$ cat src/rtl/reg_wb_arbiter.sv
// Register write-back arbiter: fixed-latency ALU path with strict priority
// over a small in-order load queue whose stale entries are squashed.
module reg_wb_arbiter #(
    parameter int DEPTH = 2,
    parameter int W     = 16
) (
    input  logic         clk,
    input  logic         rst,
    input  logic         alu_valid,
    input  logic [2:0]   alu_reg,
    input  logic [W-1:0] alu_data,
    input  logic         ld_valid,
    output logic         ld_ready,
    input  logic [2:0]   ld_reg,
    input  logic [W-1:0] ld_data,
    output logic         RegWrite,
    output logic [2:0]   WriteReg,
    output logic [W-1:0] WriteData,
    output logic [7:0]   pend_mask
);

    localparam int AW = $clog2(DEPTH);
    localparam int CW = AW + 1;
    localparam logic [CW-1:0] FULL = CW'(DEPTH);

    logic [2:0]       q_reg  [DEPTH];
    logic [W-1:0]     q_data [DEPTH];
    logic [DEPTH-1:0] q_live;
    logic [DEPTH-1:0] live_nxt;
    logic [7:0]       pend_nxt;
    logic [AW-1:0]    wr_ptr;
    logic [AW-1:0]    rd_ptr;
    logic [CW-1:0]    count;
    logic             push;
    logic             pop;
    logic             head_live;
    logic [2:0]       reg_sel;

    assign ld_ready  = (count < FULL) && !rst;
    assign push      = ld_valid && ld_ready;
    assign pop       = !rst && !alu_valid && (count != '0);
    assign head_live = q_live[rd_ptr];

    // Squash before push: a load pushed alongside a matching ALU write is younger.
    always_comb begin
        live_nxt = q_live;
        pend_nxt = '0;
        reg_sel  = '0;
        for (int i = 0; i < DEPTH; i++) begin
            if (alu_valid && !rst && q_reg[i] == alu_reg)
                live_nxt[i] = 1'b0;
            if (pop && AW'(i) == rd_ptr)
                live_nxt[i] = 1'b0;
            if (push && AW'(i) == wr_ptr)
                live_nxt[i] = 1'b1;
        end
        for (int i = 0; i < DEPTH; i++) begin
            reg_sel = (push && AW'(i) == wr_ptr) ? ld_reg : q_reg[i];
            if (live_nxt[i])
                pend_nxt[reg_sel] = 1'b1;
        end
    end

    always_ff @(posedge clk) begin
        if (push) begin
            q_reg[wr_ptr]  <= ld_reg;
            q_data[wr_ptr] <= ld_data;
        end
    end

    always_ff @(posedge clk) begin
        if (rst) begin
            q_live    <= '0;
            wr_ptr    <= '0;
            rd_ptr    <= '0;
            count     <= '0;
            pend_mask <= '0;
        end else begin
            q_live    <= live_nxt;
            pend_mask <= pend_nxt;
            if (push)
                wr_ptr <= wr_ptr + 1'b1;
            if (pop)
                rd_ptr <= rd_ptr + 1'b1;
            unique case ({push, pop})
                2'b10:   count <= count + 1'b1;
                2'b01:   count <= count - 1'b1;
                default: count <= count;
            endcase
        end
    end

    // A dead head still burns its pop slot but writes nothing.
    always_ff @(posedge clk) begin
        if (rst) begin
            RegWrite  <= 1'b0;
            WriteReg  <= '0;
            WriteData <= '0;
        end else if (alu_valid) begin
            RegWrite  <= 1'b1;
            WriteReg  <= alu_reg;
            WriteData <= alu_data;
        end else if (pop && head_live) begin
            RegWrite  <= 1'b1;
            WriteReg  <= q_reg[rd_ptr];
            WriteData <= q_data[rd_ptr];
        end else begin
            RegWrite  <= 1'b0;
        end
    end

endmodule

$ cat config.mk
export PLATFORM = sky130hd
export DESIGN_NAME = reg_wb_arbiter
export DESIGN_NICKNAME = d
export VERILOG_FILES = /design/src/rtl/reg_wb_arbiter.sv
export SDC_FILE = /design/constraint.sdc
export NUM_CORES = 1
export LEC_CHECK = 0
export BUFFER_PORTS_ARGS = -buffer_cell sky130_fd_sc_hd__buf_2
export CAP_MARGIN = 5
export CORE_UTILIZATION = 35
export CTS_CLUSTER_SIZE = 24
export DETAILED_ROUTE_END_ITERATION = 12
export PLACE_DENSITY = 0.58
export SETUP_SLACK_MARGIN = 0.02
export SYNTH_ARGS = -nofsm -noshare
export SYNTH_HDL_FRONTEND = slang
export SYNTH_SLANG_ARGS = --single-unit
$ cat constraint.sdc
create_clock -name clk -period 2.8 [get_ports clk]
set_input_delay 0.56 -clock clk [delete_from_list [all_inputs] [get_ports clk]]
set_output_delay 0.56 -clock clk [all_outputs]
set_load 0.02 [all_outputs]
* Yosys cells after proc, flatten, opt, wreduce, memory -nomap -nowiden
Memory sizes are Yosys's and may differ from the RTL's. A register that Yosys moved wholly into a read port is not among the register bits. Index checks and enable logic that the tools add are counted.
Storage, ports and cells: memories 2, register bits 34, input bits 42, RAM bits 38
Cells by class: $add $sub $neg 4, reductions and logical operators 19, order comparisons 6, mux-type cells 29, equality and inequality tests 4, bitwise operators 3
Memory list:
- q_data | depth 2, width 16, read ports 1, clocked after memory_dff 1, wr ports 1, line 27 | logic [W-1:0] q_data [DEPTH];
- q_reg | depth 2, width 3, read ports 3, clocked after memory_dff 1, wr ports 1, line 26 | logic [2:0] q_reg [DEPTH];
Operator list (count):
- 16-bit 2-to-1 mux | 2
- 1-bit 2-to-1 mux | 18
- 8-bit 2-to-1 mux | 2
- 1-bit logical AND | 14
- 3-bit 2-to-1 mux | 4
- 3-bit by 4-bit less-than comparator with 1-bit output, second input constant | 2
- 8-bit bitwise OR | 1
- 1-bit demux with 3-bit select | 2
- 3-bit == test | 2
- 3-bit by 1-bit >= comparator with 1-bit output, second input constant | 2
- 2-bit nonzero test | 3
- 2-bit case mux with 2 select lines | 1
- 1-bit adder, second input constant | 2
- 2-bit by 1-bit adder with 2-bit output, second input constant | 1
- 2-bit by 1-bit == test with 1-bit output, second input constant | 1
- 2-bit == test, second input constant | 1
- 1-bit zero test | 2
- 1-bit by 2-bit less-than comparator with 1-bit output, second input constant | 1
- 2-bit less-than comparator, second input constant | 1
- 1-bit inverter | 2
- 2-bit by 1-bit subtractor with 2-bit output, second input constant | 1

* Longest topological paths before layout
Gate-level depths: netlist of the first run.
word-level depth 12, mapped depth 9, depth with buffers taken out 7

* Worst setup path after synthesis of the first run
Ideal clock, no wire load.
path type input to register, start in rst, end reg pend_mask[4], slack 499 ps, data arrival time 2241 ps, required time 2740 ps, stages on the path 9, path through buf_4 o21ba_2 buf_2 and2b_1 ha_1 nor2b_1 o41ai_4 o31ai_1 a22o_1
Between the ends: elaborated cells on any way between the ends 33, those cells by class order compare (4); mux (14); bitwise (1); reduce/logical (14)
RTL lines:
- start, declared | line 8 | input logic rst,
- 1-bit zero test * | line 41 | assign pop = !rst && !alu_valid && (count != '0);
- 1-bit logical AND * (2 in a row) | line 41
- net pop | line 35 | logic pop;
- 1-bit logical AND | line 52 | if (pop && AW'(i) == rd_ptr)
- 1-bit 2-to-1 mux | line 52
- 1-bit 2-to-1 mux | line 54 | if (push && AW'(i) == wr_ptr)
- 8-bit 2-to-1 mux | line 59 | if (live_nxt[i])
- 8-bit bitwise OR (no source line)
- 8-bit 2-to-1 mux * | line 59
- end signal, assigned | line 80 | pend_mask <= pend_nxt;
- end, declared | line 19 | output logic [7:0] pend_mask
The timed path passes the listed nets; every way through them passes the cells marked *. A chain may end at the register's enable or synchronous reset.

* Final worst setup path of the first run
start reg count[1], end reg pend_mask[6]
Between the ends: elaborated cells on any way between the ends 28, those cells by class order compare (5); mux (12); bitwise (1); reduce/logical (10)
RTL lines:
- start, declared | line 33 | logic [CW-1:0] count;
- start signal, assigned | line 86 | 2'b10: count <= count + 1'b1;
- start signal, assigned | line 87 | 2'b01: count <= count - 1'b1;
- start signal, assigned | line 88 | default: count <= count;
- 2-bit nonzero test * | line 41
- 1-bit logical AND * | line 41
- net pop | line 35
- 1-bit logical AND | line 52
- 1-bit 2-to-1 mux | line 52
- 1-bit 2-to-1 mux | line 54
- 8-bit 2-to-1 mux | line 59
- 8-bit bitwise OR (no source line)
- 8-bit 2-to-1 mux * | line 59
Marked as above.

==> key figures, run 1 <==
Outcome
  – Status: finished clean

Critical path
  – CP Class: flip-flop to flip-flop
  – Critical-path cell list: o21ba_2, and2b_1, ha_1, nor2b_1, o41ai_4, o31ai_1, a22o_1
  – CP endpoint kind: flip-flop
  – Crit path buffers/inverters: 0
  – Setup crit start: count[1]
  – Worst endpoint required time: 3.09 ns
  – Crit path max-delay family: compound AO/OA/AOI/OAI gates
  – Worst EP arrival: 2.35 ns
  – CP Launch Type: flip-flop
  – CP peak stage delay: 0.45 ns
  – Reg2Reg Launch Point: count[1]
  – Critical Path Fanout Max: 6
  – Highest-delay cell along the critical path: o31ai_1

Cells and area
  – Top reg by flops: q_data
  – Post-Layout Inst Area: 3780 sq um
  – Area delta synth->final: 20.2%
  – Nets@finish: 384
  – Antenna diodes: 0
  – Biggest regs: q_data: 32 flops, WriteData: 16 flops, pend_mask: 8 flops
  – Area of the multi-input gates: 1180 sq um
  – Filler instances: 836
  – Share of layout cells above drive strength 1: 28.8%
  – FF+latch area: 1840 sq um
  – Max reg flops: 32
  – Final core occ: 43.3%
  – Commonest non-fill, non-tap cells in the layout: buf_2 (70), a21oi_1 (50), edfxtp_1 (38)
  – Most common cell after layout, fill and taps aside: buf_2

Min path
  – Hold path start: ld_data[7]
  – Hold Crit Class: input port to flip-flop

Power
  – Pwr Density: 622 nW/um^2
  – Lkg Pwr: 0.00145 uW
  – IR drop worst, VDD: 310 uV
  – Design Power: 2350 uW

Detailed routing
  – Post-route ant nets: 0
  – DRC: 0
  – Initial DRC count: 95
  – Drt first pass iters: 4
  – Via density: 5.12
  – Vias post-DR: 2312
  – Drt wl/cell: 16.0 um
  – Drt total wl: 7.22 mm

STA
  – Final min period: 2.07 ns
  – Maximum clock frequency: 483 MHz
  – RSZ-0062 raised after global routing: no
  – Setup TNS: 0 ns
  – Measured slew at the worst slew-check pin: 0.504 ns
  – Final Hold Violating Endpoints: 0
  – Final setup violation count: 0
  – Final worst slack: 0.731 ns
  – Pins Over Slew Limit: 0
  – Part of the cycle the worst path needs: 73.9%
  – Clk_skew: 0.00848 ns
  – Rel. slew slack: 66.1%

Floorplan
  – Core area: 8720 sq um
  – # rows: 34
  – I/O pins: 71
  – DIE WIDTH: 96.8 um
  – Area of the die: 9370 sq um
  – Chip height: 96.8 um
  – Initial Utilization: 36.1%

Yosys
  – Post-synth top flop: edfxtp_1
  – Simple-gate area share of the yosys netlist: 9.15%
  – Cell area after synthesis: 3140 sq um
  – Synthesized net count: 315
  – Synth Register Bits: 73
  – Adder-cell share of the synthesized area: 1.19%
  – Syn Inst Count: 270
  – Yosys cell types: 35
  – Syn. warnings: 0
  – Syn Area/Cell: 11.6 sq um
  – Compound-gate portion of the synthesized area: 18.2%
  – Ys async rst share: 0%
  – Top cells by area, synth: edfxtp_1 (36%), dfxtp_1 (22%), a21oi_1 (8.0%)
  – Synth top area share: 36.3%
  – Sequential share of the synthesized area: 58.6%
  – Largest area contributor in the netlist: edfxtp_1
  – Post-synth EDFFs: 38
  – Post-synthesis mux area share: 6.53%
  – Post-Synth XOR/XNOR Area: 2.51%
  – Combinational family with the most area after synthesis: compound AO/OA/AOI/OAI gates

Run
  – Max Cap Viol: 0

Global route
  – Initial antenna violation count: 0
  – Global-route wire length before repair: 11.9 mm
  – Gr usage total: 16.3%
  – Global route total overflow: 0
  – Vias in the first global route: 2362
  – Largest net degree at the start of global routing: 39

CTS
  – Post_cts resized: 0
  – CTS Buf Count: 9
  – Largest buffer count on any clock path: 2
  – Clock latency on the worst-skew pair: 0.35 ns
  – # hold bufs at CTS: 0
  – Post-CTS Setup Bufs: 0
  – Clock transition at path regs: 0.08 ns
  – CTS sink count: 73
  – CTS Root Cell: clkbuf_8
  – H-Tree Depth: 3
  – TritonCTS clock tree: yes

Place
  – Placed cell areas: 3570 sq um
  – Hpwl dp: 4.82 mm
  – Pre-CTS WS: 0.466 ns
  – RePlAce Congestion: 0.853
  – PortBufs: 70
==> worst reg2reg max path: cells and delay by family (launching register included) <==
family	cells	cell delay, ns
adder cells (fa/ha/maj)	1	0.20
AND/OR/NAND/NOR	2	0.42
AO/OA/AOI/OAI	4	1.03
flip-flops	1	0.36
==> layer usage <==
layer	GRT usage, %	wire, um
met5	0	0
met4	7.35	118
met3	2.75	286
met2	26.8	3470
met1	21.0	3340
==> worst paths after layout <==
| check | to | slack [ns] | cells after the start |
|---|---|---|---|
| worst min register to register | wr_ptr | 0.48 | 2 |
| worst max-delay path | pend_mask[6] | 0.73 | 7 |
| worst max register to register | pend_mask[6] | 0.73 | 7 |
| worst min-delay path | q_data[1][7] | 0.40 | 1 |
==> synth_stat cells (2+ instances only) <==
cell,count
a211o_1,19
a21oi_1,50
a22o_1,8
buf_2,5
buf_4,3
buf_6,2
clkbuf_1,7
dfxtp_1,35
edfxtp_1,38
ha_1,3
inv_1,2
mux2i_1,19
nand2_1,33
nand3_1,4
nand3b_1,4
nor2_1,5
nor2b_1,4
o22ai_1,2
o31ai_1,2
or3_1,3
xnor2_1,2
xor2_1,7
==> where the power goes <==
group | internal, uW | switching, uW | total (uW) | leakage (uW)
Sequential | 1180 | 26.1 | 1200 | 0.000636
Combinational | 115 | 186 | 301 | 0.000723
Clock | 441 | 403 | 844 | 0.0000962
==> cell type report <==
| type | count | area share (%) |
|---|---|---|
| Timing Repair Buffer | 76 | 10.5 |
| Tap cell | 108 | 3.58 |
| Multi-Input combinational cell | 175 | 31.3 |
| Clock buffer | 11 | 3.74 |
| Inverter | 4 | 0.530 |
| Sequential cell | 73 | 48.7 |
| Clock inverter | 5 | 1.66 |
==> cell families (layout without fill, tap and decap cells) <==
logic type,Yosys count,count (layout)
multiplexers,20,20
adder cells (fa/ha/maj),3,3
AO/OA/AOI/OAI,85,85
buffers and inverters,22,96
AND/OR/NAND/NOR,58,58
flip-flops,73,73
XOR/XNOR,9,9
==> through the flow <==
step / hold slack, ns / instances
after floorplan: 0.444 / 270
after global placement: 0.461 / 436
after detailed placement: 0.468 / 436
after CTS: 0.382 / 452
after global routing: 0.383 / 452
final: 0.396 / 452
No activity file was read; power rests on OpenSTA's default activity.
==> run 2: changes to the inputs <==
- PLACE_DENSITY: 0.58 -> 0.6
- clock period: 2.8 -> 1.7 ns (I/O delays scaled with it)
==> run 2 against run 1 <==
Against the previous run:
- die area stayed put
- clock-buffer cell count is 1 lower
- combinational power up 100%
- register-to-register slack got worse by 0.71 ns
- power is 78% higher
- sequential power grew 64%
- critical endpoint is now pend_mask[4]
- highest routed layer unchanged
==> key figures, run 2 (synthesis results as in run 1) <==
Critical path
  – CP Class: flip-flop to flip-flop
  – CP Depth: 7
  – Worst endpoint required time: 1.99 ns
  – Critical-path cell list: o21ba_4, and2b_2, ha_4, nor2b_4, o41ai_4, o31ai_4, a22o_1
  – Worst reg2reg path depth: 7
  – CP endpoint kind: flip-flop
  – Crit path max-delay family: compound AO/OA/AOI/OAI gates
  – R2R Setup Slk: 0.02 ns
  – Crit path buffers/inverters: 0
  – Highest-delay cell along the critical path: dfxtp_2
  – CP peak stage delay: 0.32 ns
  – Worst EP arrival: 1.97 ns
  – CP Launch Type: flip-flop
  – Critical Path Fanout Max: 4

Detailed routing
  – DRC: 0
  – Vias post-DR: 2384
  – Drt wl/cell: 15.5 um
  – Via density: 5.02
  – Post-route ant nets: 0
  – Initial DRC count: 133
  – Drt first pass iters: 4
  – Drt total wl: 7.38 mm

Power
  – P_sw: 1010 uW
  – P_int: 3170 uW
  – Gate power share: 14.7%
  – Sequential Power Share: 47.2%
  – Clk pwr share: 38.1%
  – Lkg Pwr: 0.00161 uW
  – IR drop worst, VDD: 619 uV
  – Sw frac: 24.1%
  – Pwr Density: 1010 nW/um^2

Floorplan
  – # rows: 34
  – Chip height: 96.8 um
  – I/O pins: 71
  – Core area: 8720 sq um
  – Area of the die: 9370 sq um
  – Initial Utilization: 36.1%
  – DIE WIDTH: 96.8 um

Global route
  – Gr usage total: 16.6%
  – Vias in the first global route: 2480
  – Initial antenna violation count: 0
  – Global-route wire length before repair: 12.2 mm
  – Largest net degree at the start of global routing: 39
  – Global route total overflow: 0

Cells and area
  – Area delta synth->final: 31.2%
  – Nets@finish: 407
  – Post-Layout Inst Area: 4120 sq um
  – Filler instances: 812
  – Most common cell after layout, fill and taps aside: buf_2
  – Antenna diodes: 0
  – Biggest regs: q_data: 32 flops, WriteData: 16 flops, pend_mask: 8 flops
  – Share of layout cells above drive strength 1: 36.2%
  – Commonest non-fill, non-tap cells in the layout: buf_2 (70), a21oi_1 (50), edfxtp_1 (38)
  – Post-Layout Cell Count: 475
  – Top reg by flops: q_data
  – Max reg flops: 32

CTS
  – Largest buffer count on any clock path: 2
  – H-Tree Depth: 3
  – CTS Root Cell: clkbuf_8
  – TritonCTS clock tree: yes
  – Clock transition at path regs: 0.07 ns
  – Clock latency on the worst-skew pair: 0.34 ns
  – CTS sink count: 73
  – CTS Buf Count: 9

STA
  – Final setup violation count: 0
  – Final Hold Violating Endpoints: 0
  – Rel. slew slack: 71.8%
  – Maximum clock frequency: 595 MHz
  – RSZ-0062 raised after global routing: yes
  – Final min period: 1.68 ns
  – Clk_skew: 0.00928 ns
  – Part of the cycle the worst path needs: 98.9%
  – Measured slew at the worst slew-check pin: 0.421 ns
  – Pins Over Slew Limit: 0

Place
  – Placed cell areas: 3780 sq um
  – PortBufs: 70
  – Hpwl dp: 5.07 mm
  – RePlAce Congestion: 0.846
  – Inst Count DP: 458

Min path
  – Hold depth: 1
  – Hold Crit Class: input port to flip-flop

Outcome
  – Status: finished clean

Run
  – Max Cap Viol: 0
-- run 2: worst paths after layout --
kind | start | to
max | count[0] | pend_mask[4]
min | ld_data[14] | q_data[1][14]
max reg2reg | count[0] | pend_mask[4]
min reg2reg | wr_ptr | wr_ptr
-- run 2: layer usage --
metal | up-vias | GRT usage, % | share of wire (%)
met5 | - | 0 | 0
li1 | 1179 | - | -
met3 | 9 | 4.84 | 6.2
met2 | 75 | 28.2 | 49
met4 | 0 | 5.05 | 1.2
met1 | 1121 | 20.3 | 43
-- run 2: repair_timing --
| action | 4_1_cts | 5_1_grt |
|---|---|---|
| gates resized for setup | 11 | 5 |
| setup buffers | 0 | 2 |
| hold endpoints to repair | 0 | 0 |
| setup endpoints to repair | 20 | 9 |
| pin swaps | 5 | 5 |
| hold buffers | 0 | 0 |
-- run 2: power groups by stage --
stage                     Clock, uW  Sequential (uW)  Combinational [uW]
after floorplan                   0             2060                 305
after global placement            0             2010                 566
after detailed placement          0             2010                 572
after CTS                      1630             1970                 596
after global routing           1710             1980                 672
final                          1590             1970                 614
-- run 2: layout make-up --
cell class	count	area, sq um	area share, %
Multi-Input combinational cell	175	1320	31.9
Timing Repair Buffer	99	576	14.0
Clock inverter	6	106	2.58
Clock buffer	10	128	3.09
Sequential cell	73	1840	44.7
Inverter	4	20.0	0.485
Tap cell	108	135	3.28
-- run 2: stage by stage --
stage	worst slack, ns	power, uW	TNS [ns]	hold WS [ns]	util [%]
floorplan	-0.174	2360	-1.06	0.439	-
global placement	-0.239	2580	-4.89	0.459	43.4
global route	-0.0638	4370	-0.324	0.165	47.3
CTS	-0.0509	4200	-0.144	0.168	46.8
finish	0.0189	4180	0	0.186	47.3
detailed placement	-0.280	2580	-5.38	0.468	43.4
-- run 2: worst register-to-register path: stages, from the launching register on --
cell and delay, ns:
dfxtp_2 0.32, o21ba_4 0.21, and2b_2 0.24, ha_4 0.18
nor2b_4 0.13, o41ai_4 0.11, o31ai_4 0.26, a22o_1 0.18
